$ cat src/rtl/pipe_ctrl_if.sv
// Handshake bundle between the pipeline stages and pipe_ctrl: stall sources in,
// per-register hold/NOP vectors, PC redirect and perf count out.
interface pipe_ctrl_if #(
  parameter int MC_W   = 6,
  parameter int PERF_W = 32
);
  logic              if_req;
  logic              id_req;
  logic              mem_req;
  logic              ex_mc_start;
  logic [MC_W-1:0]   ex_mc_len;
  logic              ex_br_taken;
  logic [31:0]       ex_br_target;
  logic [4:0]        stall;
  logic [4:0]        bubble;
  logic              pc_redirect;
  logic [31:0]       pc_target;
  logic              mc_busy;
  logic [PERF_W-1:0] perf_stall_cnt;

  modport master (
    output if_req, id_req, mem_req, ex_mc_start, ex_mc_len, ex_br_taken, ex_br_target,
    input  stall, bubble, pc_redirect, pc_target, mc_busy, perf_stall_cnt
  );

  modport slave (
    input  if_req, id_req, mem_req, ex_mc_start, ex_mc_len, ex_br_taken, ex_br_target,
    output stall, bubble, pc_redirect, pc_target, mc_busy, perf_stall_cnt
  );
endinterface

$ cat src/rtl/pipe_ctrl.sv
// Pipeline sequencing controller: stall priority, multi-cycle EX timing, branch redirect.
// Optional stalled-cycle counter enabled by defining PIPE_CTRL_PERF_EN.
module pipe_ctrl #(
  parameter int MC_W   = 6,
  parameter int PERF_W = 32
) (
  input  logic         clk,
  input  logic         rst,
  pipe_ctrl_if.slave   bus
);

  typedef enum logic [1:0] {
    ST_RUN = 2'd0,
    ST_MC  = 2'd1,
    ST_RDW = 2'd2
  } state_e;

  localparam logic [MC_W-1:0] MC_ONE = {{(MC_W-1){1'b0}}, 1'b1};

  state_e          state_q, state_d;
  logic [MC_W-1:0] cnt_q, cnt_d;
  logic [31:0]     tgt_q, tgt_d;

  logic        mc_start;
  logic        mc_stall;
  logic [2:0]  lvl;
  logic [4:0]  stall_c;
  logic [4:0]  bubble_c;
  logic        redirect_c;
  logic [31:0] target_c;

  // A multi-cycle start is only honoured from RUN; EX cannot issue one otherwise.
  assign mc_start = bus.ex_mc_start && (bus.ex_mc_len != '0) && (state_q == ST_RUN);
  assign mc_stall = mc_start || (state_q == ST_MC);

  // NOTE: every signal written here gets a default first, so no path leaves it
  // unassigned and no latch is inferred.
  always_comb begin
    state_d    = state_q;
    cnt_d      = cnt_q;
    tgt_d      = tgt_q;
    stall_c    = '0;
    bubble_c   = '0;
    redirect_c = 1'b0;
    target_c   = '0;

    if      (bus.mem_req) lvl = 3'd4;
    else if (mc_stall)    lvl = 3'd3;
    else if (bus.id_req)  lvl = 3'd2;
    else if (bus.if_req)  lvl = 3'd1;
    else                  lvl = 3'd0;

    if (lvl != 3'd0) begin
      stall_c  = (5'd1 << lvl) - 5'd1;
      bubble_c = 5'd1 << lvl;
    end

    unique case (state_q)
      ST_RUN: begin
        if (mc_start && (bus.ex_mc_len > MC_ONE)) begin
          state_d = ST_MC;
          cnt_d   = bus.ex_mc_len - MC_ONE;
        end
        // A branch behind a MEM stall stays in EX and re-presents later.
        if (bus.ex_br_taken && (lvl != 3'd4)) begin
          bubble_c[2:1] = 2'b11;
          if (!bus.if_req) begin
            redirect_c    = 1'b1;
            target_c      = bus.ex_br_target;
            stall_c[2:0]  = 3'b000;
          end else begin
            tgt_d   = bus.ex_br_target;
            state_d = ST_RDW;
          end
        end
      end
      ST_MC: begin
        cnt_d = cnt_q - MC_ONE;
        if (cnt_q <= MC_ONE) begin
          cnt_d   = '0;
          state_d = ST_RUN;
        end
      end
      ST_RDW: begin
        bubble_c[1] = 1'b1;
        if ((lvl != 3'd4) && !bus.if_req) begin
          redirect_c = 1'b1;
          target_c   = tgt_q;
          state_d    = ST_RUN;
        end
      end
      default: state_d = ST_RUN;
    endcase

    if (rst) begin
      stall_c    = '0;
      bubble_c   = '0;
      redirect_c = 1'b0;
      target_c   = '0;
    end
  end

  // NOTE: sequential state uses non-blocking assignments so every flop samples
  // the pre-edge values regardless of statement order.
  always_ff @(posedge clk) begin
    if (rst) begin
      state_q <= ST_RUN;
      cnt_q   <= '0;
      tgt_q   <= '0;
    end else begin
      state_q <= state_d;
      cnt_q   <= cnt_d;
      tgt_q   <= tgt_d;
    end
  end

  assign bus.stall       = stall_c;
  assign bus.bubble      = bubble_c;
  assign bus.pc_redirect = redirect_c;
  assign bus.pc_target   = target_c;
  assign bus.mc_busy     = mc_stall && !rst;

`ifdef PIPE_CTRL_PERF_EN
  localparam logic [PERF_W-1:0] PERF_ONE = {{(PERF_W-1){1'b0}}, 1'b1};

  logic [PERF_W-1:0] perf_q, perf_d;

  // Saturates at all-ones instead of wrapping.
  always_comb begin
    perf_d = perf_q;
    if (stall_c[0] && (perf_q != '1)) perf_d = perf_q + PERF_ONE;
  end

  always_ff @(posedge clk) begin
    if (rst) perf_q <= '0;
    else     perf_q <= perf_d;
  end

  assign bus.perf_stall_cnt = rst ? '0 : perf_q;
`else
  assign bus.perf_stall_cnt = '0;
`endif

endmodule

$ cat src/flat_wrapper.sv
// flat-port wrapper written by rule: the top's interface ports become plain ports
module pipe_ctrl_flat 
#(
  parameter int MC_W   = 6,
  parameter int PERF_W = 32
)
  (clk, rst, bus_if_req, bus_id_req, bus_mem_req, bus_ex_mc_start, bus_ex_mc_len, bus_ex_br_taken, bus_ex_br_target, bus_stall, bus_bubble, bus_pc_redirect, bus_pc_target, bus_mc_busy, bus_perf_stall_cnt);
  pipe_ctrl_if #(.MC_W(MC_W), .PERF_W(PERF_W)) bus_i ();
  input  logic clk;
  input  logic rst;
  input wire logic [$bits(bus_i.if_req)-1:0] bus_if_req;
  input wire logic [$bits(bus_i.id_req)-1:0] bus_id_req;
  input wire logic [$bits(bus_i.mem_req)-1:0] bus_mem_req;
  input wire logic [$bits(bus_i.ex_mc_start)-1:0] bus_ex_mc_start;
  input wire logic [$bits(bus_i.ex_mc_len)-1:0] bus_ex_mc_len;
  input wire logic [$bits(bus_i.ex_br_taken)-1:0] bus_ex_br_taken;
  input wire logic [$bits(bus_i.ex_br_target)-1:0] bus_ex_br_target;
  output wire logic [$bits(bus_i.stall)-1:0] bus_stall;
  output wire logic [$bits(bus_i.bubble)-1:0] bus_bubble;
  output wire logic [$bits(bus_i.pc_redirect)-1:0] bus_pc_redirect;
  output wire logic [$bits(bus_i.pc_target)-1:0] bus_pc_target;
  output wire logic [$bits(bus_i.mc_busy)-1:0] bus_mc_busy;
  output wire logic [$bits(bus_i.perf_stall_cnt)-1:0] bus_perf_stall_cnt;
  assign bus_i.if_req = bus_if_req;
  assign bus_i.id_req = bus_id_req;
  assign bus_i.mem_req = bus_mem_req;
  assign bus_i.ex_mc_start = bus_ex_mc_start;
  assign bus_i.ex_mc_len = bus_ex_mc_len;
  assign bus_i.ex_br_taken = bus_ex_br_taken;
  assign bus_i.ex_br_target = bus_ex_br_target;
  assign bus_stall = bus_i.stall;
  assign bus_bubble = bus_i.bubble;
  assign bus_pc_redirect = bus_i.pc_redirect;
  assign bus_pc_target = bus_i.pc_target;
  assign bus_mc_busy = bus_i.mc_busy;
  assign bus_perf_stall_cnt = bus_i.perf_stall_cnt;
  pipe_ctrl #(.MC_W(MC_W), .PERF_W(PERF_W)) u_core (.clk(clk), .rst(rst), .bus(bus_i));
endmodule
$ cat config.mk
export PLATFORM = sky130hd
export DESIGN_NAME = pipe_ctrl_flat
export DESIGN_NICKNAME = d
export VERILOG_FILES = /design/src/rtl/pipe_ctrl_if.sv /design/src/rtl/pipe_ctrl.sv /design/src/flat_wrapper.sv
export SDC_FILE = /design/constraint.sdc
export NUM_CORES = 1
export LEC_CHECK = 0
export ABC_CLOCK_PERIOD_IN_PS = 2670
export CAP_MARGIN = 0
export CORE_MARGIN = 1
export CORE_UTILIZATION = 45
export DETAILED_ROUTE_END_ITERATION = 8
export HOLD_SLACK_MARGIN = 0.05
export PLACE_DENSITY = 0.95
export RECOVER_POWER = 25
export SLEW_MARGIN = 10
export SYNTH_ARGS = -nofsm -noshare
export SYNTH_HDL_FRONTEND = slang
export SYNTH_SLANG_ARGS = --single-unit
$ cat constraint.sdc
create_clock -name clk -period 2.67 [get_ports clk]
set_input_delay 0.534 -clock clk [delete_from_list [all_inputs] [get_ports clk]]
set_output_delay 0.534 -clock clk [all_outputs]
set_load 0.005 [all_outputs]
==> results summary <==
The flow ran to the end, and the final reports show no timing, DRC or antenna violations. In this run the remaining antenna-violating nets after routing total 0. The critical-path maximum fanout is 6. The fraction of post-synthesis cell area in the top cell type by area came out at 0.306. The peak ir drop on the vdd network is 0.261 mV. The met3 wire length is 541 um.

The ratio of cells with drive above 1 in the final layout is 0.208. The area fraction in compound gates after synthesis is 0.258. The total CTS buffers came out at 5. The half-perimeter wire length of the detailed placement result came out at 4980 um. The type of the tightest min-delay check is flip-flop to flip-flop. The signal on the critical path passes through dlygate4sd2_1 -> or4b_4 -> nor2_8 -> buf_12 -> buf_12 -> buf_12 -> a22oi_1 -> nor2_1 -> clkdlybuf4s15_2. The dominant cell by count in the synthesized netlist is nand2_1.

The critical path's most frequent cell is buf_12. In this run, synthesis inferred 0 flip-flops with an integrated enable. STA classifies the critical path endpoint as an output pin. The flip-flop cell with the highest count after synthesis is dfxtp_1. The total global routing track utilization came out at 0.249. The total congestion overflow after global routing came out at 0. The total wire length after detailed routing came out at 7340 um.

Counting instances in the post-synthesis netlist gives the leading cell types as 65 x nand2_1, 41 x nor2_1, 40 x dfxtp_1, 39 x buf_4, 38 x a21oi_1. The mux cell area share after synthesis came out at 0. The simple-gate share of the synthesized area is 0.239.

After synthesis, the share of flip-flops with an asynchronous set or reset is 0. The share of synthesized cell area in full adder, half adder and majority cells is 0.0191. The synthesized netlist occupies a cell area of 2620 sq um. The final-layout setup total negative slack came out at 0 ns. The routed length on met2 came out at 3860 um.

The starting density of the core came out at 0.472. The number of instances in the synthesized netlist came out at 352. The via count of the first global-routing pass came out at 2567.

The initial DRC count is 127. The analysis attributes to cell leakage a power of 0.00149 uW. The clock latency on the worst-skew pair is 0.29 ns. The final worst hold slack came out at 0.456 ns. In this run the clock root is driven by a clkbuf_8. Headroom to the max-slew limit came out at 0.576. The number of different library cells in the post-synthesis netlist came out at 50. The number of antenna violations at the first check in global routing was 0. The synthesized design contains 40 register bits. The number of levels in the clock H-tree is 2.

In the post-synthesis netlist, the biggest area contributors are dfxtp_1 31%, buf_4 11%, nand2_1 9.3%, a22oi_1 9.2%, a21oi_1 7.3%. From left edge to right edge, the die measures 78.3 um. The highest achievable clock rate is 0.376 GHz. The worst-case clock skew is 0.00502 ns. Of the total synthesized cell area, the portion taken by XOR and XNOR cells is 0.00669. The pin count of the biggest net entering global routing is 40. For the pin with the worst max-slew slack, the measured transition is 0.636 ns.

In the routed layout, each cell is associated on average with a via count of 5.30. After clock tree synthesis, the clock-pin slew on the worst setup and hold paths is 0.07 ns. The number of iterations in the first detailed-routing pass came out at 4. The initialized floorplan defines 27 standard-cell rows. The post-route clock period utilization is 0.996. The count of buffers added on input and output ports is 86.

The final hold violation count came out at 0. The area added between synthesis and finish came out at 37.7%. By startpoint and endpoint, the worst setup path is classified as input pin to output pin.

The number of primary I/O pins is 121. The mean area per synthesized cell came out at 7.44 sq um. The number of max-cap violations is 0. The number of diodes is 0. The highest layer touched by signal routing is met4. The vertical die dimension is 78.3 um. STA puts the critical path data required time at 2.14 ns. The largest total area in the synthesized netlist belongs to dfxtp_1. The worst setup path is launched from an input pin. The cell at the slowest stage of the critical path is or4b_4. TritonCTS built the clock tree. For this run, the number of Yosys warnings is 0. At the end of routability-driven placement, the weighted congestion stood at 0.930. The sink count of the clock tree came out at 40. The power per unit of standard cell area came out at 409 nW/um^2. By area, the combinational part of the netlist is dominated by compound AO/OA/AOI/OAI gates.

The residual DRC count came out at 0. The mean routed wirelength per cell is 14.0 um. The delay of the slowest cell on the worst path is 0.53 ns.

The time the final worst path needs with I/O delays and setup is 2.66 ns. The maximum buffer depth of the clock tree came out at 2. The routed length on met1 is 2820 um. The final-report max-slew violation count came out at 0.

Setup repair after global routing could not meet its margin everywhere. The total die area came out at 6130 sq um. For this run, the register share of the synthesized area comes to 0.306. The first global-routing pass estimated 12100 um of wire. Summing over every cut layer, the via total after detailed routing is 2779.

The core region is 5540 sq um. Setup violations remaining at the end of the flow were counted as 0. The final layout contains 501 nets. For the worst setup path, the data arrival time is 2.13 ns.
[stage by stage]
| stage | total power (uW) | worst slack, ns | instances | cell area, sq um | util |
|---|---|---|---|---|---|
| finish | 1470 | 0.0101 | 524 | 3600 | 0.651 |
| global route | 1560 | -0.0651 | 524 | 3600 | 0.651 |
| CTS | 1480 | -0.0650 | 525 | 3660 | 0.660 |
| detailed placement | 1070 | -0.502 | 506 | 3490 | 0.631 |
| global placement | 1060 | -0.398 | 506 | 3490 | 0.631 |
| floorplan | 921 | 0.503 | 385 | 2740 | - |
[area by class of cell]
| type | instances | area, sq um |
|---|---|---|
| fillers | 468 | 1940 |
| multi-input cells | 275 | 1520 |
| repair buffers | 121 | 1080 |
| flip-flops and latches | 40 | 801 |
| well taps | 72 | 90.1 |
| clock buffers | 5 | 68.8 |
| inverters | 9 | 33.8 |
| clock inverters | 2 | 12.5 |
[placed cells by master (no fill, tap or decap), types with 2 or more instances in the layout]
cell	count
nand2_1	65
nor2_1	41
dfxtp_1	40
a21oi_1	38
clkdlybuf4s50_1	38
conb_1	34
buf_2	34
a22oi_1	32
buf_4	22
dlygate4sd2_1	9
nor3_1	8
inv_1	7
buf_12	7
clkbuf_8	5
a211oi_1	4
clkdlybuf4s15_1	4
o31ai_1	3
ha_1	3
buf_6	3
inv_2	2
or2_2	2
nor2b_1	2
and2_1	2
and2b_1	2
a31o_2	2
o21bai_1	2
nor4_1	2
o21ai_0	2
o32ai_1	2
buf_16	2
[path summary, 6_finish.rpt]
kind,from,slack [ns],end,depth (start not counted)
setup / recovery,bus_mem_req,0.01,bus_pc_target[17],9
hold / removal,u_core.tgt_q[6],0.46,u_core.tgt_q[6],2
setup reg to reg,u_core.state_q[1],0.79,u_core.tgt_q[25],5
hold reg to reg,u_core.tgt_q[6],0.46,u_core.tgt_q[6],2
[critical path, delay by kind of cell]
| family | cells | cell delay [ns] |
|---|---|---|
| AOI/OAI and AO/OA | 1 | 0.06 |
| buffers and inverters | 5 | 0.78 |
| and+or+nand+nor | 3 | 0.76 |
[layer usage]
layer  vias to the layer above  track usage
li1                       1348            -
met3                        10       0.0442
met4                         0       0.0833
met2                       127        0.470
met5                         -            0
met1                      1294        0.279
[registers in the layout (all words and copies together), names as in the netlist]
name	count
u_core.cnt_q	6
u_core.state_q	2
u_core.tgt_q	32
[cells by family after synthesis]
family	Yosys count
simple gates	136
compound gates	99
buf+inv	70
flops	40
fa+ha+maj	4
xor+xnor	2
other cells	1
[power breakdown]
group	switching, uW	internal, uW
clock network	204	177
registers	27.1	628
logic	223	215
[what timing repair did]
item	in CTS	in global routing
resized for setup	159	5
hold buffers	0	0
pin swaps	29	10
setup buffers	9	0
setup endpoints to repair	40	36
cloned	3	0
No activity file was read; power rests on OpenSTA's default activity.
